<file path="src/rtl/branch_history_update_scheduler.sv">
// Write-back update scheduler for the local branch history predictor: FIFO, lookup-conflict
// deferral and full-table clear walk. Define SCHED_BYPASS_EN for same-cycle issue when idle.
module branch_history_update_scheduler #(
  parameter int unsigned DEPTH       = 4,
  parameter int unsigned INDEX_BITS  = 4,
  parameter int unsigned HIST_BITS   = 4,
  parameter int unsigned STALL_LIMIT = 2
) (
  input  logic                       clk,
  input  logic                       rst,
  input  logic                       resolve_valid,
  input  logic [15:0]                resolve_pc,
  input  logic                       resolve_taken,
  output logic                       resolve_ready,
  input  logic                       lookup_active,
  input  logic [15:0]                lookup_pc,
  input  logic                       flush_req,
  output logic                       flush_busy,
  output logic                       update_branch_history,
  output logic                       wb_take_jump,
  output logic [15:0]                resolved_pc,
  output logic [$clog2(DEPTH+1)-1:0] queue_count
);

  localparam int unsigned PtrW   = $clog2(DEPTH);
  localparam int unsigned CntW   = $clog2(DEPTH + 1);
  localparam int unsigned StallW = $clog2(STALL_LIMIT + 1);
  localparam int unsigned HistW  = $clog2(HIST_BITS);
  localparam int unsigned ClrW   = INDEX_BITS + HistW;

  localparam logic [CntW-1:0]   DepthC   = CntW'(DEPTH);
  localparam logic [StallW-1:0] StallMax = StallW'(STALL_LIMIT);
  localparam logic [ClrW-1:0]   ClrLast  = '1;

  typedef enum logic [1:0] {StIdle, StDrain, StClear} state_e;

  state_e            state_q, state_d;
  logic [PtrW-1:0]   wr_ptr_q, wr_ptr_d, rd_ptr_q, rd_ptr_d;
  logic [CntW-1:0]   count_q, count_d;
  logic [StallW-1:0] stall_q, stall_d;
  logic [ClrW-1:0]   clr_q, clr_d;

  logic [15:0]      pc_mem [DEPTH];
  logic [DEPTH-1:0] taken_mem;

  logic [15:0] head_pc;
  logic        head_taken;
  logic        in_clear, fifo_empty, conflict, bypass, push, pop;
  logic        unused_lookup_bits;

  assign head_pc    = pc_mem[rd_ptr_q];
  assign head_taken = taken_mem[rd_ptr_q];
  assign in_clear   = (state_q == StClear);
  assign fifo_empty = (count_q == '0);
  assign conflict   = lookup_active && (lookup_pc[INDEX_BITS:1] == head_pc[INDEX_BITS:1]);

  assign unused_lookup_bits = ^{lookup_pc[15:INDEX_BITS+1], lookup_pc[0]};

`ifdef SCHED_BYPASS_EN
  assign bypass = (state_q == StIdle) && fifo_empty && resolve_valid && !flush_req &&
                  !(lookup_active && (lookup_pc[INDEX_BITS:1] == resolve_pc[INDEX_BITS:1]));
`else
  assign bypass = 1'b0;
`endif

  assign resolve_ready = (count_q < DepthC) && !in_clear && !flush_req;
  assign push          = resolve_valid && resolve_ready && !bypass;
  assign flush_busy    = in_clear;
  assign queue_count   = count_q;

  always_comb begin
    update_branch_history = 1'b0;
    wb_take_jump          = 1'b0;
    resolved_pc           = '0;
    pop                   = 1'b0;
    if (in_clear) begin
      // Entry-major walk: the low HistW bits of the counter repeat each entry.
      update_branch_history = 1'b1;
      resolved_pc           = 16'({clr_q[ClrW-1:HistW], 1'b0});
    end else if (bypass) begin
      update_branch_history = 1'b1;
      wb_take_jump          = resolve_taken;
      resolved_pc           = resolve_pc;
    end else if (!fifo_empty && !(conflict && (stall_q < StallMax))) begin
      update_branch_history = 1'b1;
      wb_take_jump          = head_taken;
      resolved_pc           = head_pc;
      pop                   = 1'b1;
    end
  end

  always_comb begin
    state_d  = state_q;
    wr_ptr_d = wr_ptr_q;
    rd_ptr_d = rd_ptr_q;
    count_d  = count_q;
    stall_d  = stall_q;
    clr_d    = clr_q;
    if (flush_req) begin
      state_d  = StClear;
      wr_ptr_d = '0;
      rd_ptr_d = '0;
      count_d  = '0;
      stall_d  = '0;
      clr_d    = '0;
    end else if (in_clear) begin
      clr_d = clr_q + 1'b1;
      if (clr_q == ClrLast) state_d = StIdle;
    end else begin
      if (push) wr_ptr_d = wr_ptr_q + 1'b1;
      if (pop)  rd_ptr_d = rd_ptr_q + 1'b1;
      count_d = count_q + CntW'(push) - CntW'(pop);
      if (pop)              stall_d = '0;
      else if (!fifo_empty) stall_d = stall_q + 1'b1;
      state_d = (count_d == '0) ? StIdle : StDrain;
    end
  end

  always_ff @(posedge clk or posedge rst) begin
    if (rst) begin
      state_q  <= StIdle;
      wr_ptr_q <= '0;
      rd_ptr_q <= '0;
      count_q  <= '0;
      stall_q  <= '0;
      clr_q    <= '0;
    end else begin
      state_q  <= state_d;
      wr_ptr_q <= wr_ptr_d;
      rd_ptr_q <= rd_ptr_d;
      count_q  <= count_d;
      stall_q  <= stall_d;
      clr_q    <= clr_d;
    end
  end

  // Payload storage needs no reset; occupancy tracking guards every read.
  always_ff @(posedge clk) begin
    if (push) begin
      pc_mem[wr_ptr_q]    <= resolve_pc;
      taken_mem[wr_ptr_q] <= resolve_taken;
    end
  end

endmodule
</file>
<file path="config.mk">
export PLATFORM = sky130hd
export DESIGN_NAME = branch_history_update_scheduler
export DESIGN_NICKNAME = d
export VERILOG_FILES = /design/src/rtl/branch_history_update_scheduler.sv
export SDC_FILE = /design/constraint.sdc
export NUM_CORES = 1
export LEC_CHECK = 0
export ABC_AREA = 1
export ABC_CLOCK_PERIOD_IN_PS = 2400
export CAP_MARGIN = 20
export CORE_ASPECT_RATIO = 0.9
export CORE_MARGIN = 4
export CORE_UTILIZATION = 32
export CTS_CLUSTER_SIZE = 28
export DETAILED_ROUTE_END_ITERATION = 10
export PLACE_DENSITY = 0.6
export SYNTH_ARGS = -nofsm -noshare
export SYNTH_HDL_FRONTEND = slang
export SYNTH_SLANG_ARGS = --single-unit
</file>
<file path="constraint.sdc">
create_clock -name clk -period 2.4 [get_ports clk]
set_input_delay 0.72 -clock clk [delete_from_list [all_inputs] [get_ports clk]]
set_output_delay 0.72 -clock clk [all_outputs]
set_load 0.02 [all_outputs]
</file>
# [After elaboration in Yosys (flattened, before gate mapping)]
# Memories as Yosys holds them, arrays and structs flattened.
# Index checks and enable logic that the tools add are counted.
[totals] regBits=21 ramBits=64 output_inout_bits=23 word_cells=76 n_memories=1
[memory_table] name="pc_mem" depth=4 width=16 read_ports=1 rd_ports_with_merged_regs=0 write_ports=1 line_no="43" rtl="logic [15:0] pc_mem [DEPTH];"
[op_classes] n_addsub=6 n_lt_le_gt_ge=5 eq_ne=6 n_mux=32 n_reduce_logical=19
[ops] cell="$mux W16" n=2
[ops] cell="$mux W2" n=13
[ops] cell="$mux W6" n=2
[ops] cell="$mux W1" n=10
[ops] cell="$logic_and A1 B1 Y1" n=7
[ops] cell="$add A2 B1 Y2 const B" n=3
[ops] cell="$add A6 B1 Y6 const B" n=1
[ops] cell="$eq A6 B6 Y1 const B" n=1
[ops] cell="$logic_not A3 Y1" n=2
[ops] cell="$lt A2 B3 Y1 const B" n=2
[ops] cell="$mux W3" n=2
[ops] cell="$ne A3 B2 Y1 const B" n=2
[ops] cell="$reduce_and A2 Y1" n=3
[ops] cell="$reduce_bool A2 Y1" n=3
[ops] cell="$bwmux W4" n=1
[ops] cell="$eq A4 B4 Y1" n=1
[ops] cell="$logic_not A1 Y1" n=4
[ops] cell="$add A3 B1 Y3" n=1
[ops] cell="$lt A3 B3 Y1 const B" n=1
[ops] cell="$sub A3 B1 Y3" n=1
[ops] cell="$bmux W1 S2" n=1
[ops] cell="$demux W1 S2" n=1
[ops] cell="$eq A2 B2 Y1 const B" n=1
[ops] cell="$ge A2 B1 Y1 const B" n=1
[ops] cell="other kinds (2)" n=2

# [Depth between registers and ports, before layout]
# An unclocked memory read counts as a cell.
[logic_depth] word_depth=13 depth_mapped=19 depth_no_buf=18

# [Worst setup path before layout]
# No wires, ideal clock.
[synth_path] kind="input-to-reg" from="input flush_req" to="register state_q[0]" setup_time_ns=0.132 t_arrival_ns=2.914 required_time_ns=2.268 setup_slack_ns=-0.646 cell_stages=12 path_buffers=0 path_cell_list="inv_1 > nand2_1 > nor2_1 > nand2_1 > ha_1 > inv_1 > ha_1 > inv_1 > fa_1 > xnor2_1 > xor2_1 > a31oi_1"
[synth_between] elab_chain_len=9 elab_cells_between_ends=10 classes_between="add/sub: 2; eq/ne: 1; mux: 3; reduce/logical: 4"
[synth_lines] item="from (decl)" line_no="17" rtl="input logic flush_req,"
[synth_lines] item="$logic_not A1 Y1" line_no="66" rtl="assign resolve_ready = (count_q < DepthC) && !in_clear && !flush_req;"
[synth_lines] item="$logic_and A1 B1 Y1" line_no="66"
[synth_lines] item="named net resolve_ready" line_no="14" rtl="output logic resolve_ready,"
[synth_lines] item="$logic_and A1 B1 Y1" line_no="67" rtl="assign push = resolve_valid && resolve_ready && !bypass;"
[synth_lines] item="$add A3 B1 Y3" line_no="112" rtl="count_d = count_q + CntW'(push) - CntW'(pop);"
[synth_lines] item="$sub A3 B1 Y3" line_no="112"
[synth_lines] item="$logic_not A3 Y1" line_no="115" rtl="state_d = (count_d == '0) ? StIdle : StDrain;"
[synth_lines] item="$mux W1" line_no="115"
[synth_lines] item="$mux W2" line_no="106" rtl="end else if (in_clear) begin"
[synth_lines] item="$mux W2" line_no="99" rtl="if (flush_req) begin"
[synth_lines] item="to (signal assigned)" line_no="121" rtl="state_q <= StIdle;"
[synth_lines] item="to (signal assigned)" line_no="128" rtl="state_q <= state_d;"
[synth_lines] item="to (decl)" line_no="37" rtl="state_e state_q, state_d;"
# The timed path passes the listed nets, and every way through them passes these cells.
# A chain may end at the register's enable or synchronous reset.

# [Worst setup path after layout]
[layout_path] from="register rd_ptr_q[0]" to="output resolved_pc[7]"
[layout_between] elab_chain_len=8
[layout_lines] item="from (decl)" line_no="38" rtl="logic [PtrW-1:0] wr_ptr_q, wr_ptr_d, rd_ptr_q, rd_ptr_d;"
[layout_lines] item="from (signal assigned)" line_no="130" rtl="rd_ptr_q <= rd_ptr_d;"
[layout_lines] item="$mem_v2 Z4 W16 *"
[layout_lines] item="$eq A4 B4 Y1" line_no="55" rtl="assign conflict = lookup_active && (lookup_pc[INDEX_BITS:1] == head_pc[INDEX_BITS:1]);"
[layout_lines] item="$logic_and A1 B1 Y1" line_no="55"
[layout_lines] item="$logic_and A1 B1 Y1" line_no="84" rtl="end else if (!fifo_empty && !(conflict && (stall_q < StallMax))) begin"
[layout_lines] item="$logic_not A1 Y1" line_no="84"
[layout_lines] item="$logic_and A1 B1 Y1" line_no="84"
[layout_lines] item="$mux W16 *" line_no="84"
[layout_lines] item="$mux W16 *" line_no="76" rtl="if (in_clear) begin"
[layout_lines] item="to (decl)" line_no="21" rtl="output logic [15:0] resolved_pc,"
# Every way passes the cells marked *; elsewhere a longest branch is shown, timed or not.

==> qor.csv <==
metric,value,unit
Crit path arrival time,2.11,ns
I/O Pins,61,
CP max FO,6,
worst-margin pin slew,0.438,ns
Avg Vias per Cell,4.55,
"flops & latches, synth",85,
Worst R2R Path Depth,19,
async set-reset flop share out of synthesis,20.0,%
core area,11400,um^2
WL/cell,14.5,um
clock sink total,85,
failing checks,negative setup slack,
DR DRC count,0,
Worst-path clk slew,0.06,ns
Most used DFF post-synth,edfxtp_1,
startpoint types,register,
Hold Path Class,register to register,
fraction of layout cells with a size suffix above 1,33.7,%
top cell type by total area after synthesis,edfxtp_1,
synth unique cells,31,
H-tree Lvls,3,
Critical Path RT,1.68,ns
Finished Cell Area,5480,um^2
ratio of final minimum period to clock period,118,%
Max-slew headroom,70.5,%
Iter 0 DRT Violations,110,
Layout Skew,0.0112,ns
Die Wd,122,um
setup ws final,-0.429,ns
initial antenna violation count,0,
Tot GR Track Use,13.7,%
"Net Count, Synth",391,
CTS Root Buffer Type,clkbuf_16,
DRT Pass-1 Iters,4,
Final Power,3.15,mW
cells after synthesis,345,
worst hold slack,0.506,ns
Filler Cell Count,1035,
Finish-stage setup viols,21,
pwr dens,575,nW/um^2
Max Buffers Root-to-Sink,2,
Mapped Avg Cell Area,10.8,um^2
top cell type's share of synthesized area,54.7,%
Max Freq,354,MHz
number of global-route vias before repair,2823,
largest net degree at the start of global routing,25,
"Cell Area, Placed",4740,um^2
clk_lat worst skew,0.33,ns
Synth warnings,0,
Peak VDD IR,0.407,mV
Die H,110,um
Hold Path Cell Cnt,2,
Antenna Cells,0,
Via Count,2792,
Final Hold Fails,0,
outcome,"complete, but fails checks",
row count,37,
area grow syn2layout,46.9,%
total gr overflow,0,
Layout Nets,500,
pre-CTS WS,-0.958,ns
synth top area cells,"edfxtp_1 55%, dfrtp_1 11%, nor2_1 6.4%",
top-count cell post-synth,edfxtp_1,
RSZ-0062 raised after global routing,yes,
"EDFF count, synth",68,
Final ANT Viol Nets,0,
initial core utilization,32.6,%
CTS tree,built,
CP Capture Type,output port,
WL final,8870,um
CTS Buf Count,9,
maxcap violations,0,
Synth top cells by count,"68 x edfxtp_1, 64 x nor2_1, 53 x nand2_1",
LEAKAGE,2.14,nW
WS Path Type,register to output port,
PortBufs,48,
Slew Limit Fails,0,
GP Congestion,0.784,
sequential area share after synthesis,66.2,%
post-DP HPWL,5750,um
synthesized area,3730,um^2
die area,13400,um^2
global-route wire length before repair,14300,um
Final Critical Period,2.83,ns
[report_power, final]
| part | internal (mW) | switching [mW] |
|---|---|---|
| logic | 0.0562 | 0.0512 |
| registers | 1.60 | 0.00588 |
| clock network | 0.904 | 0.534 |
[state kept, by name, summed over array words and instances, names as in the netlist]
register / cells
queue_count: 3
pc_mem: 64
wr_ptr_q: 2
taken_mem: 4
clr_q: 6
rd_ptr_q: 2
state_q: 2
stall_q: 2
[area by class of cell]
type                       count  area (um^2)  share of cell area, %
tap                          156          195                   3.56
multi-input combinational    217         1370                   24.9
timing repair buffer         110          990                   18.1
sequential                    85         2470                   45.0
timing repair inverter         1         11.3                  0.205
clock inverter                 5         85.1                   1.55
inverter                      30          141                   2.58
clock buffer                   9          225                   4.11
[placed cells by master, fill, tap and decap left out, types with 2 or more instances in the layout]
cell type and count:
a21oi_1 3, a21oi_2 5, a21oi_4 8, buf_12 3, buf_4 61, buf_6 16, bufinv_16 2, clkbuf_16 9
clkdlybuf4s50_1 22, clkinvlp_4 2, dfrtp_1 17, dlygate4sd2_1 5, edfxtp_1 68, ha_1 5, ha_4 2, inv_1 22
inv_2 2, inv_4 2, inv_8 2, nand2_1 39, nand2_2 9, nand2_4 9, nand3_1 12, nand3_2 6
nand3_4 2, nand4_1 2, nor2_1 61, nor2_2 3, nor3_1 3, o21ai_0 31, o21ai_2 2, o22ai_1 3
xor2_1 2
[worst paths after layout]
| kind | to | startpoint | slack (ns) |
|---|---|---|---|
| max | resolved_pc[7] | rd_ptr_q[0]$_DFFE_PP0P_ | -0.43 |
| min | clr_q[1]$_DFFE_PP0P_ | clr_q[1]$_DFFE_PP0P_ | 0.51 |
| max reg2reg | state_q[0]$_DFFE_PP0P_ | rd_ptr_q[0]$_DFFE_PP0P_ | -0.40 |
| min reg2reg | clr_q[1]$_DFFE_PP0P_ | clr_q[1]$_DFFE_PP0P_ | 0.51 |
| max in group asynchronous | stall_q[0]$_DFFE_PP0P_ | rst | 1.50 |
| min in group asynchronous | queue_count[0]$_DFFE_PP0P_ | rst | 0.70 |
[repair_timing]
item / in CTS / in global routing
gates resized for setup: 146 / 38
pin swaps: 13 / 21
endpoints found under the setup margin: 24 / 24
buffers inserted: 19 / 6
cloned: 2 / 0
hold buffers: 0 / 0
[metal layers]
metal	share of wire (%)	vias to the layer above	GRT usage, %	wire (um)
met3	5.9	4	4.66	521
met2	50	74	22.0	4420
met4	0.54	0	2.46	48
met5	0	-	0	0
li1	-	1389	-	-
met1	44	1325	18.2	3880
[logic make-up after synthesis]
family                     count (synthesis)  synth area share (%)
xor gates and xnor gates                   5                  1.38
DFF                                       85                  66.2
AOI/OAI and AO/OA                         55                  7.62
and+or+nand+nor                          149                  16.7
adders and majority gates                  8                  2.88
buffers and inverters                     43                  5.30
[worst max-delay path, cell delays in order (launching register included)]
cell and delay (ns):
dfrtp_1 0.36, buf_6 0.16, clkinv_8 0.09, nand2_4 0.07, nand3_4 0.06, nand3b_1 0.09
nand2_1 0.07, nor2_2 0.13, nand3_2 0.12, nand2_4 0.14, buf_4 0.14, buf_12 0.15
a21oi_4 0.04, buf_6 0.15
[per-stage QoR]
stage | std cells | utilization (%) | setup TNS (ns)
global route | 613 | 47.9 | -9.46
CTS | 611 | 47.0 | -6.89
floorplan | 345 | - | -0.343
detailed placement | 577 | 41.4 | -22.09
global placement | 577 | 41.4 | -22.70
finish | 613 | 47.9 | -7.29
Note: power is estimated with default switching activity, not from simulation.
